## src/rtl/accumulator_16b.sv

```systemverilog
// Sequential 16-bit accumulator: sums a run of 1..16 unsigned operands through a
// valid/ready stream and presents the wrapped sum plus a sticky carry flag.
module rippleAdder16b (
   input  logic [15:0] a,
   input  logic [15:0] b,
   input  logic        c_in,
   output logic [15:0] sum,
   output logic        c_out
);

   logic [16:0] c;

   always_comb begin
      c    = '0;
      sum  = '0;
      c[0] = c_in;
      for (int i = 0; i < 16; i++) begin
         sum[i]   = a[i] ^ b[i] ^ c[i];
         c[i + 1] = (a[i] & b[i]) | (a[i] & c[i]) | (b[i] & c[i]);
      end
      c_out = c[16];
   end

endmodule

module accumulator_16b (
   input  logic        clk,
   input  logic        rst,
   input  logic        clear,
   input  logic        start,
   input  logic [3:0]  len,
   input  logic        in_valid,
   input  logic [15:0] in_data,
   output logic        in_ready,
   output logic        out_valid,
   input  logic        out_ready,
   output logic [15:0] sum_out,
   output logic        carry_flag,
   output logic        busy
);

   typedef enum logic [1:0] {
      IDLE = 2'd0,
      ACC  = 2'd1,
      DONE = 2'd2
   } state_t;

   state_t      state;
   state_t      state_next;
   logic [15:0] acc;
   logic [4:0]  cnt;
   logic [4:0]  n;
   logic [15:0] add_sum;
   logic        add_c;
   logic        take;
   logic        last;
   logic        start_ok;

   rippleAdder16b u_add (
      .a     (acc),
      .b     (in_data),
      .c_in  (1'b0),
      .sum   (add_sum),
      .c_out (add_c)
   );

   assign last     = (cnt + 5'd1) == n;
   assign start_ok = (state == IDLE) && start && !clear;
   assign sum_out  = acc;

   always_ff @(posedge clk or posedge rst) begin
      if (rst) state <= IDLE;
      else     state <= state_next;
   end

   always_comb begin
      state_next = state;
      in_ready   = 1'b0;
      out_valid  = 1'b0;
      busy       = 1'b0;
      take       = 1'b0;
      case (state)
         IDLE: if (start) state_next = ACC;
         ACC: begin
            in_ready = 1'b1;
            busy     = 1'b1;
            take     = in_valid;
            if (in_valid && last) state_next = DONE;
         end
         DONE: begin
            out_valid = 1'b1;
            busy      = 1'b1;
            if (out_ready) state_next = IDLE;
         end
         default: state_next = IDLE;
      endcase
      // clear overrides every transition, including a start seen in IDLE
      if (clear) begin
         state_next = IDLE;
         take       = 1'b0;
      end
   end

   always_ff @(posedge clk or posedge rst) begin
      if (rst) begin
         acc        <= '0;
         cnt        <= '0;
         n          <= 5'd16;
         carry_flag <= 1'b0;
      end else if (clear) begin
         acc        <= '0;
         cnt        <= '0;
         carry_flag <= 1'b0;
      end else if (start_ok) begin
         n          <= (len == 4'd0) ? 5'd16 : {1'b0, len};
         acc        <= '0;
         cnt        <= '0;
         carry_flag <= 1'b0;
      end else if (take) begin
         acc        <= add_sum;
         carry_flag <= carry_flag | add_c;
         cnt        <= cnt + 5'd1;
      end
   end

endmodule

```

## config.mk

```make
export PLATFORM = sky130hd
export DESIGN_NAME = accumulator_16b
export DESIGN_NICKNAME = d
export VERILOG_FILES = /design/src/rtl/accumulator_16b.sv
export SDC_FILE = /design/constraint.sdc
export NUM_CORES = 1
export LEC_CHECK = 0
export CORE_UTILIZATION = 35
export DETAILED_ROUTE_END_ITERATION = 12
export GPL_TIMING_DRIVEN = 0
export PLACE_DENSITY = 0.58
export SYNTH_ARGS = -nofsm -noshare
export SYNTH_HDL_FRONTEND = slang
export SYNTH_HIERARCHICAL = 1
export SYNTH_SLANG_ARGS = --single-unit
```

## constraint.sdc

```tcl
create_clock -name clk -period 8.3 [get_ports clk]
set_input_delay 1.66 -clock clk [delete_from_list [all_inputs] [get_ports clk]]
set_output_delay 1.66 -clock clk [all_outputs]
set_load 0.02 [all_outputs]
```

Word-level counts from Yosys, hierarchy flattened. Cells that the tools add are included.

Register bits after elaboration: 29. Logic and storage cells: 151.

Add/sub/neg operators: 1. Eq/ne operators: 6. Multiplexer cells: 20. Bitwise operators: 109. Reduce and logical (&&, ||, !) cells: 10.

Operators by type and width (count): $mux 16 (3); $and 1x1->1 (46); $or 1x1->1 (31); $xor 1x1->1 (31); $mux 5 (4); $ne 3x3->1 const B (3); $mux 1 (8); $mux 2 (4); $pmux 2 s3 (1); $add 5x1->5 const B (1); $eq 5x5->1 (1); $logic_not 4->1 (1); $logic_and 1x1->1 (3); $reduce_and 3->1 (1); $reduce_bool 3->1 (1); $eq 2x1->1 const B (1); $eq 2x2->1 const B (1); $logic_not 2->1 (1); $reduce_and 2->1 (1); $reduce_or 2->1 (1); $logic_not 1->1 (1); $not 1->1 (1).

Logic depth before layout (Yosys ltp). Gate-level depths: netlist of run 1.

Word-level depth: 50. Gate-level depth with buffers: 22. Mapped depth without buffers: 22.

Modules after synthesis. The synthesis of run 1 kept the hierarchy.

Modules (own cells, without submodules): accumulator_16b (times used 1, cells an instance 142, area an instance 1367.6 um^2, sequential area each 726.9 um^2); rippleAdder16b (times used 1, cells an instance 26, area an instance 357.8 um^2, sequential area each 0.0 um^2).

Worst setup path before layout of run 1. OpenSTA, ideal clock, no wires.

Path kind: input -> register. Start point: input in_data[0]. End point: register acc[15] (netlist: sum_out[15]). Arrival: 7.845 ns. Path slack: 0.377 ns. Stages: 22. Path buffers: 0. Path through: inv_1 -> fa_1 -> inv_1 -> fa_1 -> fa_1 -> fa_1 -> fa_1 -> fa_1 -> fa_1 -> fa_1 -> fa_1 -> fa_1 -> fa_1 -> fa_1 -> fa_1 -> fa_1 -> fa_1 -> inv_1 -> fa_1 -> inv_1 -> nand2_1 -> a21oi_1.

Longest elaborated chain between the ends: 47. Elaborated cells between the ends (all ways): 61. Those cells by class: mux (3); bitwise (58).

Ends and longest elaborated chain: from (decl) (line 33) `input logic [15:0] in_data,`; $and 1x1->1 (*) (line 19) `c[i + 1] = (a[i] & b[i]) | (a[i] & c[i]) | (b[i] & c[i]);`; $and 1x1->1 (line 19); $or 1x1->1 (line 19); $or 1x1->1 (*) (line 19); $and 1x1->1 (line 19); $or 1x1->1 (line 19); $or 1x1->1 (*) (line 19); $and 1x1->1 (line 19); [32 not listed]; $and 1x1->1 (line 19); $or 1x1->1 (line 19); $or 1x1->1 (*) (line 19); $xor 1x1->1 (*) (line 18) `sum[i] = a[i] ^ b[i] ^ c[i];`; named net add_sum[15] (line 53) `logic [15:0] add_sum;`; $mux 16 (*) (line 119) `end else if (take) begin`; $mux 16 (*) (line 114) `end else if (start_ok) begin`; $mux 16 (*) (line 110) `end else if (clear) begin`; to (signal assigned) (line 120) `acc <= add_sum;`; to (decl) (line 50) `logic [15:0] acc;`.

The timed path passes the listed nets; every way through them passes the cells marked *. The select of a mux whose other input is x is not followed. A chain may end at the register's enable or synchronous reset.

Worst setup path in the final report of run 1. Ends and elaborated chain as after synthesis.

==> flow_summary.json, run 1 <==
{
  "run_status": "complete, no violations",
  "die_area_um2": 5210,
  "fin_util_pct": 50.1,
  "setup_violations": 0,
  "r2r_cells": 22,
  "cts_setup_buffers": 0,
  "grt_use_total_pct": 15.3,
  "num_vias": 1309,
  "grt_pass1_vias": 1314,
  "endpoint_kind": "flop",
  "fin_crit_ns": 7.97,
  "portBuffers": 45,
  "slowest_stage": "fa_1",
  "yosysWarnings": 6,
  "ys.flop_type": "dfrtp_1",
  "synth_edf_count": 0,
  "gr-total-overflow": 0,
  "routedWlPerCell_um": 12.3,
  "final_cell_mix": "clkdlybuf4s50_1 (45), nand2_1 (38), dfrtp_1 (28)",
  "clock_skew_ns": 0.00562,
  "cp.arrival_ns": 8.17,
  "yosys.area_share.simple_pct": 13.5,
  "chipWidth_um": 72.2,
  "cp_max_fo": 1,
  "worst_pin_slew_ns": 1.15,
  "syn_area_um2": 1730,
  "gp_congestion": 0.800,
  "drtIter0Drc": 49,
  "nFillCells": 445,
  "final_common_cell": "clkdlybuf4s50_1",
  "io_pins": 46,
  "clock-sinks": 29,
  "clockBufferDepth": 2,
  "relSlewSlack_pct": 23.6,
  "slew_violations": 0,
  "hold_viol": 0,
  "worstPathCellList": "clkdlybuf4s50_1 -> inv_1 -> fa_1 -> inv_1 -> fa_1 -> fa_2 -> fa_2 -> fa_2 -> fa_2 -> fa_1 -> fa_2 -> fa_1 -> fa_1 -> fa_1 -> fa_2 -> fa_2 -> fa_2 -> fa_1 -> inv_1 -> fa_1 -> inv_1 -> nand2_1 -> a21oi_1",
  "synth_xor_area_share_pct": 5.08,
  "die_h_um": 72.2,
  "maxCapViolCount": 0,
  "synth_area_per_cell_um2": 10.3,
  "nNetsFinal": 267,
  "final_cells": 287,
  "synth_fa_ha_area_share_pct": 22.2,
  "place_inst": 280,
  "grt_max_degree": 30,
  "crit_required_ns": 8.50,
  "drt-total-wl_um": 3540,
  "whs_ns": 0.486,
  "grt_first_pass_wirelength_um": 6100,
  "ir_drop_mv": 0.0988,
  "hold_depth": 2,
  "fmax_ghz": 0.125,
  "path_class": "primary input to flop",
  "finalCritPeriodShare_pct": 96.0,
  "clock_latency_ns": 0.28,
  "rsz0062_at_grt": "false",
  "initial_core_util_pct": 36.5,
  "ctsHoldBuffers": 0,
  "dr.pass1.iters": 4,
  "via_per_inst": 4.56,
  "syn-num-nets": 215,
  "pre_cts_ws_ns": -0.400,
  "clockRootBuffer": "clkbuf_8",
  "area_growth_pct": 37.1,
  "core_um2": 4720,
  "power.leakage_nw": 0.979,
  "synth-async-reset-ratio_pct": 100,
  "synthMuxAreaShare_pct": 2.61,
  "crit_path_start_kind": "primary input",
  "synth_compound_area_share_pct": 9.57,
  "htreeDepth": 2,
  "rows": 25,
  "dpl.hpwl_um": 2610,
  "ys_seq_area_share_pct": 42.1,
  "synthDistinctLibCells": 27,
  "ys_seq_elements": 29,
  "drive_gt1_share_pct": 10.0,
  "cts-buffers-inserted": 5,
  "ant_nets": 0,
  "min_path_type": "flop to flop",
  "clk_pin_slew_ns": 0.06,
  "synth_top_family_by_area": "adder cells",
  "power_density_nw_per_um2": 210,
  "setup_slack_ns": 0.332,
  "diodes": 0,
  "slowest_delay_ns": 0.40,
  "synthCells": 168,
  "post-route-drc-count": 0,
  "cts_tree": "built",
  "antenna_found_initial": 0
}
-- registers in the layout, indices dropped and copies added, names as in the netlist --
register and count:
state 2, cnt 5, carry_flag 1, sum_out 16, n 5
-- routing by layer --
layer | global-route usage [%] | wire [µm] | vias to the layer above
li1 | - | - | 641
met2 | 24.0 | 1660 | 30
met5 | 0 | 0 | -
met3 | 4.58 | 163 | 4
met1 | 20.7 | 1680 | 634
met4 | 4.14 | 30 | 0
-- Yosys cell counts (all sizes together) (3+ instances only) --
cell / number / share of area, %
a21oi: 20 / 5.8
fa: 16 / 19
clkbuf: 4 / 0.87
mux2: 4 / 2.6
o21ai: 5 / 1.5
ha: 5 / 3.6
dfrtp: 28 / 41
xnor2: 7 / 3.6
xor2: 3 / 1.5
nand2: 38 / 8.3
nor2: 4 / 0.87
inv: 15 / 3.3
-- power by group --
part,internal (mW),switching [mW]
clock,0.0657,0.0516
combinational,0.0905,0.103
sequential,0.165,0.0213
total,0.321,0.176
-- final timing paths --
check	startpoint	end	slack (ns)
worst max-delay path	in_data[0]	sum_out[15]$_DFFE_PP0P_	0.33
worst min-delay path	n[4]$_DFFE_PP1P_	n[4]$_DFFE_PP1P_	0.49
worst max register to register	sum_out[0]$_DFFE_PP0P_	sum_out[15]$_DFFE_PP0P_	1.70
worst min register to register	n[4]$_DFFE_PP1P_	n[4]$_DFFE_PP1P_	0.49
max in group asynchronous	rst	n[3]$_DFFE_PP0P_	5.62
min in group asynchronous	rst	sum_out[1]$_DFFE_PP0P_	1.99
-- logic make-up (layout without fill, tap and decap cells) --
group                      after synthesis  after routing
buffers and inverters                   21             73
and+or+nand+nor                         53             53
other                                    1              1
DFF                                     29             29
adders and majority gates               21             21
xor gates and xnor gates                10             10
AOI/OAI and AO/OA                       29             29
muxes                                    4              4
-- stage by stage --
step | TNS [ns] | area [µm²] | power, mW
CTS | 0 | 2350 | 0.502
global route | 0 | 2370 | 0.532
global placement | -0.394 | 2260 | 0.380
detailed placement | -0.596 | 2260 | 0.382
floorplan | 0 | 1730 | 0.310
finish | 0 | 2370 | 0.497
-- worst max-delay path, delay by kind of cell --
kind	cells	cell delay, ns
adders and majority gates	16	5.68
AOI/OAI and AO/OA	1	0.12
buffers and inverters	5	0.65
and+or+nand+nor	1	0.04
-- layout make-up --
| type | count | area (µm²) | share of cell area [%] |
|---|---|---|---|
| Multi-Input combinational cell | 118 | 937 | 39.6 |
| Tap cell | 67 | 83.8 | 3.54 |
| Clock buffer | 7 | 86.3 | 3.65 |
| Buffer | 6 | 25.0 | 1.06 |
| Inverter | 15 | 56.3 | 2.38 |
| Timing Repair Buffer | 45 | 450 | 19.0 |
| Sequential cell | 29 | 727 | 30.7 |
-- what timing repair did --
item	in CTS	in global routing
pin swaps	0	0
endpoints found under the setup margin	1	1
gates resized for setup	3	5
endpoints found under the hold margin	0	0
Note: power is estimated with default switching activity, not from simulation.
==> run 2: changes to the inputs <==
- CORE_ASPECT_RATIO: default -> 0.9
- SLEW_MARGIN: default -> 20
==> flow_summary.json, run 2 (synthesis gave the netlist of run 1 again) <==
{
  "r2r_cells": 22,
  "clock-sinks": 29,
  "via_per_inst": 4.57,
  "post-route-drc-count": 0,
  "endpoint_kind": "flop",
  "slew_violations": 0,
  "clockBufferDepth": 2,
  "path_class": "primary input to flop",
  "cp_max_fo": 1,
  "whs_ns": 0.502,
  "largest_reg_flops": 16,
  "setup_slack_ns": 0.260,
  "clk_pin_slew_ns": 0.06,
  "portBuffers": 45,
  "grt_max_degree": 30,
  "cts-buffers-inserted": 5,
  "post-route-cell-area_um2": 2350,
  "core_um2": 4600,
  "area_growth_pct": 36.4,
  "post_dp_cell_area_um2": 2250,
  "totalNegativeSetupSlack_ns": 0,
  "min_path_type": "flop to flop",
  "reg2reg_to": "sum_out[15]$_DFFE_PP0P_",
  "worstSetupEndpoint": "sum_out[15]$_DFFE_PP0P_",
  "power_mw": 0.489,
  "power_density_nw_per_um2": 208,
  "io_pins": 46,
  "antenna_found_initial": 0,
  "ir_drop_mv": 0.0877,
  "crit_path_start_kind": "primary input",
  "cp-startpoint": "in_data[0]",
  "routedWlPerCell_um": 12.8,
  "clock_skew_ns": 0.00571,
  "dr.pass1.iters": 4,
  "grt_first_pass_wirelength_um": 6020,
  "fin_crit_ns": 8.04,
  "num_vias": 1293,
  "fmax_ghz": 0.124,
  "cts_setup_buffers": 0,
  "nNetsFinal": 267,
  "clockRootBuffer": "clkbuf_8",
  "cts_tree": "built",
  "run_status": "complete, no violations",
  "gp_congestion": 0.766,
  "drive_gt1_share_pct": 10.4,
  "initial_core_util_pct": 37.5,
  "rows": 23,
  "worst_pin_slew_ns": 0.604,
  "relSlewSlack_pct": 59.7,
  "clock_latency_ns": 0.28,
  "maxCapViolCount": 0,
  "rrSetupSlack_ns": 1.63,
  "rsz0062_at_grt": "false",
  "power.leakage_nw": 0.980,
  "gr-total-overflow": 0,
  "htreeDepth": 2,
  "final_common_cell": "clkdlybuf4s50_1",
  "finalCritPeriodShare_pct": 96.9,
  "ctsHoldBuffers": 0,
  "diodes": 0,
  "final_cell_mix": "clkdlybuf4s50_1 (45), nand2_1 (38), dfrtp_1 (28)",
  "dpl.hpwl_um": 2820,
  "die_h_um": 68.6,
  "r2r_start": "sum_out[0]$_DFFE_PP0P_",
  "pre_cts_ws_ns": -0.390,
  "hold_viol": 0,
  "setup_violations": 0,
  "cp.arrival_ns": 8.23,
  "cts_resized": 3,
  "die_area_um2": 5220,
  "drtIter0Drc": 72,
  "crit_required_ns": 8.49,
  "drt-total-wl_um": 3630,
  "chipWidth_um": 76.0,
  "grt_use_total_pct": 15.2,
  "grt_pass1_vias": 1361,
  "ant_nets": 0
}
-- run 2: final cells by class --
cell class                 instances  area, µm²
multi-input combinational        118        935
fill                             417       2250
inverter                          15       56.3
clock buffer                       6       72.6
buffer                             6       25.0
sequential                        29        727
tap                               62       77.6
timing repair buffer              45        450
clock inverter                     2       10.0
-- run 2: critical path: stages --
cell and delay (ns):
clkdlybuf4s50_1 0.40, inv_1 0.08, fa_1 0.16, inv_1 0.05, fa_1 0.39, fa_2 0.36
fa_2 0.34, fa_2 0.35, fa_2 0.35, fa_1 0.39, fa_1 0.39, fa_2 0.35
fa_1 0.38, fa_1 0.41, fa_1 0.39, fa_2 0.36, fa_2 0.35, fa_1 0.36
inv_1 0.08, fa_1 0.40, inv_1 0.06, nand2_1 0.04, a21oi_1 0.13
-- run 2: how the worst min path moves through the flow --
| stage | from | endpoint | slack [ns] | cells past startpoint |
|---|---|---|---|---|
| 5_1_grt | n[4]$_DFFE_PP1P_ | n[4]$_DFFE_PP1P_ | 0.54 | 2 |
| 2_1_floorplan | n[4]$_DFFE_PP1P_ | n[4]$_DFFE_PP1P_ | 0.46 | 2 |
| 3_3_place_gp | n[4]$_DFFE_PP1P_ | n[4]$_DFFE_PP1P_ | 0.49 | 2 |
| 3_5_place_dp | n[4]$_DFFE_PP1P_ | n[4]$_DFFE_PP1P_ | 0.50 | 2 |
| 6_report | n[4]$_DFFE_PP1P_ | n[4]$_DFFE_PP1P_ | 0.50 | 2 |
| 4_1_cts | n[4]$_DFFE_PP1P_ | n[4]$_DFFE_PP1P_ | 0.51 | 2 |
-- run 2: stage by stage --
step           cells  utilization [%]
2_1_floorplan    168                -
3_3_place_gp     275             48.9
3_5_place_dp     275             48.9
4_1_cts          283             50.9
5_1_grt          283             51.1
6_report         283             51.1
-- run 2: where the power goes --
part | total, mW | leakage (nW) | switching, mW | internal, mW
clock network | 0.109 | 0.0450 | 0.0508 | 0.0579
logic | 0.195 | 0.546 | 0.105 | 0.0901
registers | 0.186 | 0.390 | 0.0210 | 0.165
-- run 2: layer usage --
metal	vias to the layer above	wire length, µm	global-route usage (%)
met1	625	1620	18.2
met2	24	1850	27.2
met3	5	111	2.89
met5	-	0	0
met4	0	42	7.45
li1	639	-	-
==> run 3: changes to the inputs <==
- TNS_END_PERCENT: default -> 100
- clock period: 8.3 -> 10.2 ns (I/O delays scaled with it)
==> flow_summary.json, run 3 (synthesis gave the netlist of run 1 again) <==
{
  "drt-total-wl_um": 3630,
  "crit_required_ns": 10.39,
  "clockRootBuffer": "clkbuf_8",
  "cts-buffers-inserted": 5,
  "met2_usage_pct": 27.0,
  "finalCritPeriodShare_pct": 86.0,
  "cts_tree": "built",
  "fmax_ghz": 0.114,
  "ctsHoldBuffers": 0,
  "use_met3_pct": 2.89,
  "busiest_layer": "met2",
  "power.leakage_nw": 0.991,
  "clockBufferDepth": 2,
  "routedWlPerCell_um": 12.8,
  "grt_use_total_pct": 15.3,
  "ir_drop_mv": 0.0737,
  "run_status": "complete, no violations",
  "core_um2": 4600,
  "grt_first_pass_wirelength_um": 6050,
  "final_common_cell": "clkdlybuf4s50_1",
  "num_vias": 1291,
  "totalNegativeSetupSlack_ns": 0,
  "cp.arrival_ns": 8.97,
  "area_growth_pct": 35.4,
  "rows": 23,
  "gr-total-overflow": 0,
  "post_dp_cell_area_um2": 2250,
  "power_mw": 0.397,
  "antenna_found_initial": 0,
  "via_per_inst": 4.56,
  "die_h_um": 68.6,
  "chipWidth_um": 76.0,
  "clock-sinks": 29,
  "cts_resized": 0,
  "clk_pin_slew_ns": 0.06,
  "ant_nets": 0,
  "post-route-drc-count": 0,
  "htreeDepth": 2,
  "final_cell_mix": "clkdlybuf4s50_1 (45), nand2_1 (38), dfrtp_1 (28)",
  "cts_setup_buffers": 0,
  "die_area_um2": 5220,
  "dpl.hpwl_um": 2820,
  "post-route-cell-area_um2": 2340,
  "nFillCells": 422,
  "setup_violations": 0,
  "relSlewSlack_pct": 59.8,
  "portBuffers": 45,
  "initial_core_util_pct": 37.5,
  "gp_congestion": 0.766,
  "fin_crit_ns": 8.77,
  "crit_path_start_kind": "primary input",
  "power_density_nw_per_um2": 170,
  "diodes": 0,
  "slew_violations": 0,
  "clock_skew_ns": 0.00529,
  "rsz0062_at_grt": "false",
  "path_class": "primary input to flop",
  "grt_pass1_vias": 1358,
  "dr.pass1.iters": 4,
  "ff_latch_area_um2": 727,
  "endpoint_kind": "flop",
  "whs_ns": 0.502,
  "grt_max_degree": 30,
  "multiInputGateArea_um2": 917,
  "clock_latency_ns": 0.28,
  "use_met1_pct": 18.5,
  "io_pins": 46,
  "largest_reg_flops": 16,
  "nNetsFinal": 267,
  "worst_pin_slew_ns": 0.602,
  "hold_viol": 0,
  "drive_gt1_share_pct": 7.24,
  "min_path_type": "flop to flop",
  "cp_max_fo": 1,
  "maxCapViolCount": 0,
  "fin_util_pct": 50.7,
  "drtIter0Drc": 82
}
## run 3: cell types whose count changed in the layout (fill, tap and decap cells not counted)
cell  change
fa_1      +7
fa_2      -7
## run 3: cell type report
cell class                      instances  area share [%]
Buffer                                  6            1.07
Sequential cell                        29            31.1
Clock buffer                            6            3.11
Timing Repair Buffer                   45            19.3
Clock inverter                          2           0.428
Tap cell                               62            3.32
Inverter                               15            2.41
Multi-Input combinational cell        118            39.3
## run 3: power by group
part	leakage (nW)	total [mW]	internal, mW	switching [mW]
logic	0.557	0.158	0.0726	0.0851
registers	0.390	0.151	0.134	0.0169
clock network	0.0450	0.0884	0.0471	0.0413
total	0.991	0.397	0.254	0.143
## run 3: per-stage QoR
| stage | setup slack [ns] | instances |
|---|---|---|
| floorplan | 1.90 | 168 |
| global placement | 1.29 | 275 |
| detailed placement | 1.13 | 275 |
| CTS | 1.41 | 283 |
| global route | 1.16 | 283 |
| finish | 1.43 | 283 |
## run 3: worst max-delay path: stages
cell and delay [ns]:
clkdlybuf4s50_1 0.40, inv_1 0.08, fa_1 0.16, inv_1 0.05
fa_1 0.39, fa_1 0.41, fa_1 0.39, fa_1 0.41
fa_1 0.41, fa_1 0.39, fa_1 0.38, fa_1 0.40
fa_1 0.39, fa_1 0.41, fa_1 0.39, fa_1 0.39
fa_1 0.40, fa_1 0.37, inv_1 0.08, fa_1 0.40
inv_1 0.06, nand2_1 0.04, a21oi_1 0.13
## run 3: layer usage
metal,vias up,share of wire [%]
met3,5,3.1
met4,0,1.2
met1,623,45
li1,639,-
met5,-,0
met2,24,51
## run 3: path summary, 6_finish.rpt
| kind | slack [ns] | cells past startpoint | from | end |
|---|---|---|---|---|
| min reg2reg | 0.50 | 2 | n[4]$_DFFE_PP1P_ | n[4]$_DFFE_PP1P_ |
| min | 0.50 | 2 | n[4]$_DFFE_PP1P_ | n[4]$_DFFE_PP1P_ |
| max in group asynchronous | 7.65 | 2 | rst | sum_out[15]$_DFFE_PP0P_ |
| max | 1.43 | 23 | in_data[0] | sum_out[15]$_DFFE_PP0P_ |
| min in group asynchronous | 2.15 | 2 | rst | sum_out[2]$_DFFE_PP0P_ |
| max reg2reg | 3.17 | 22 | sum_out[0]$_DFFE_PP0P_ | sum_out[15]$_DFFE_PP0P_ |
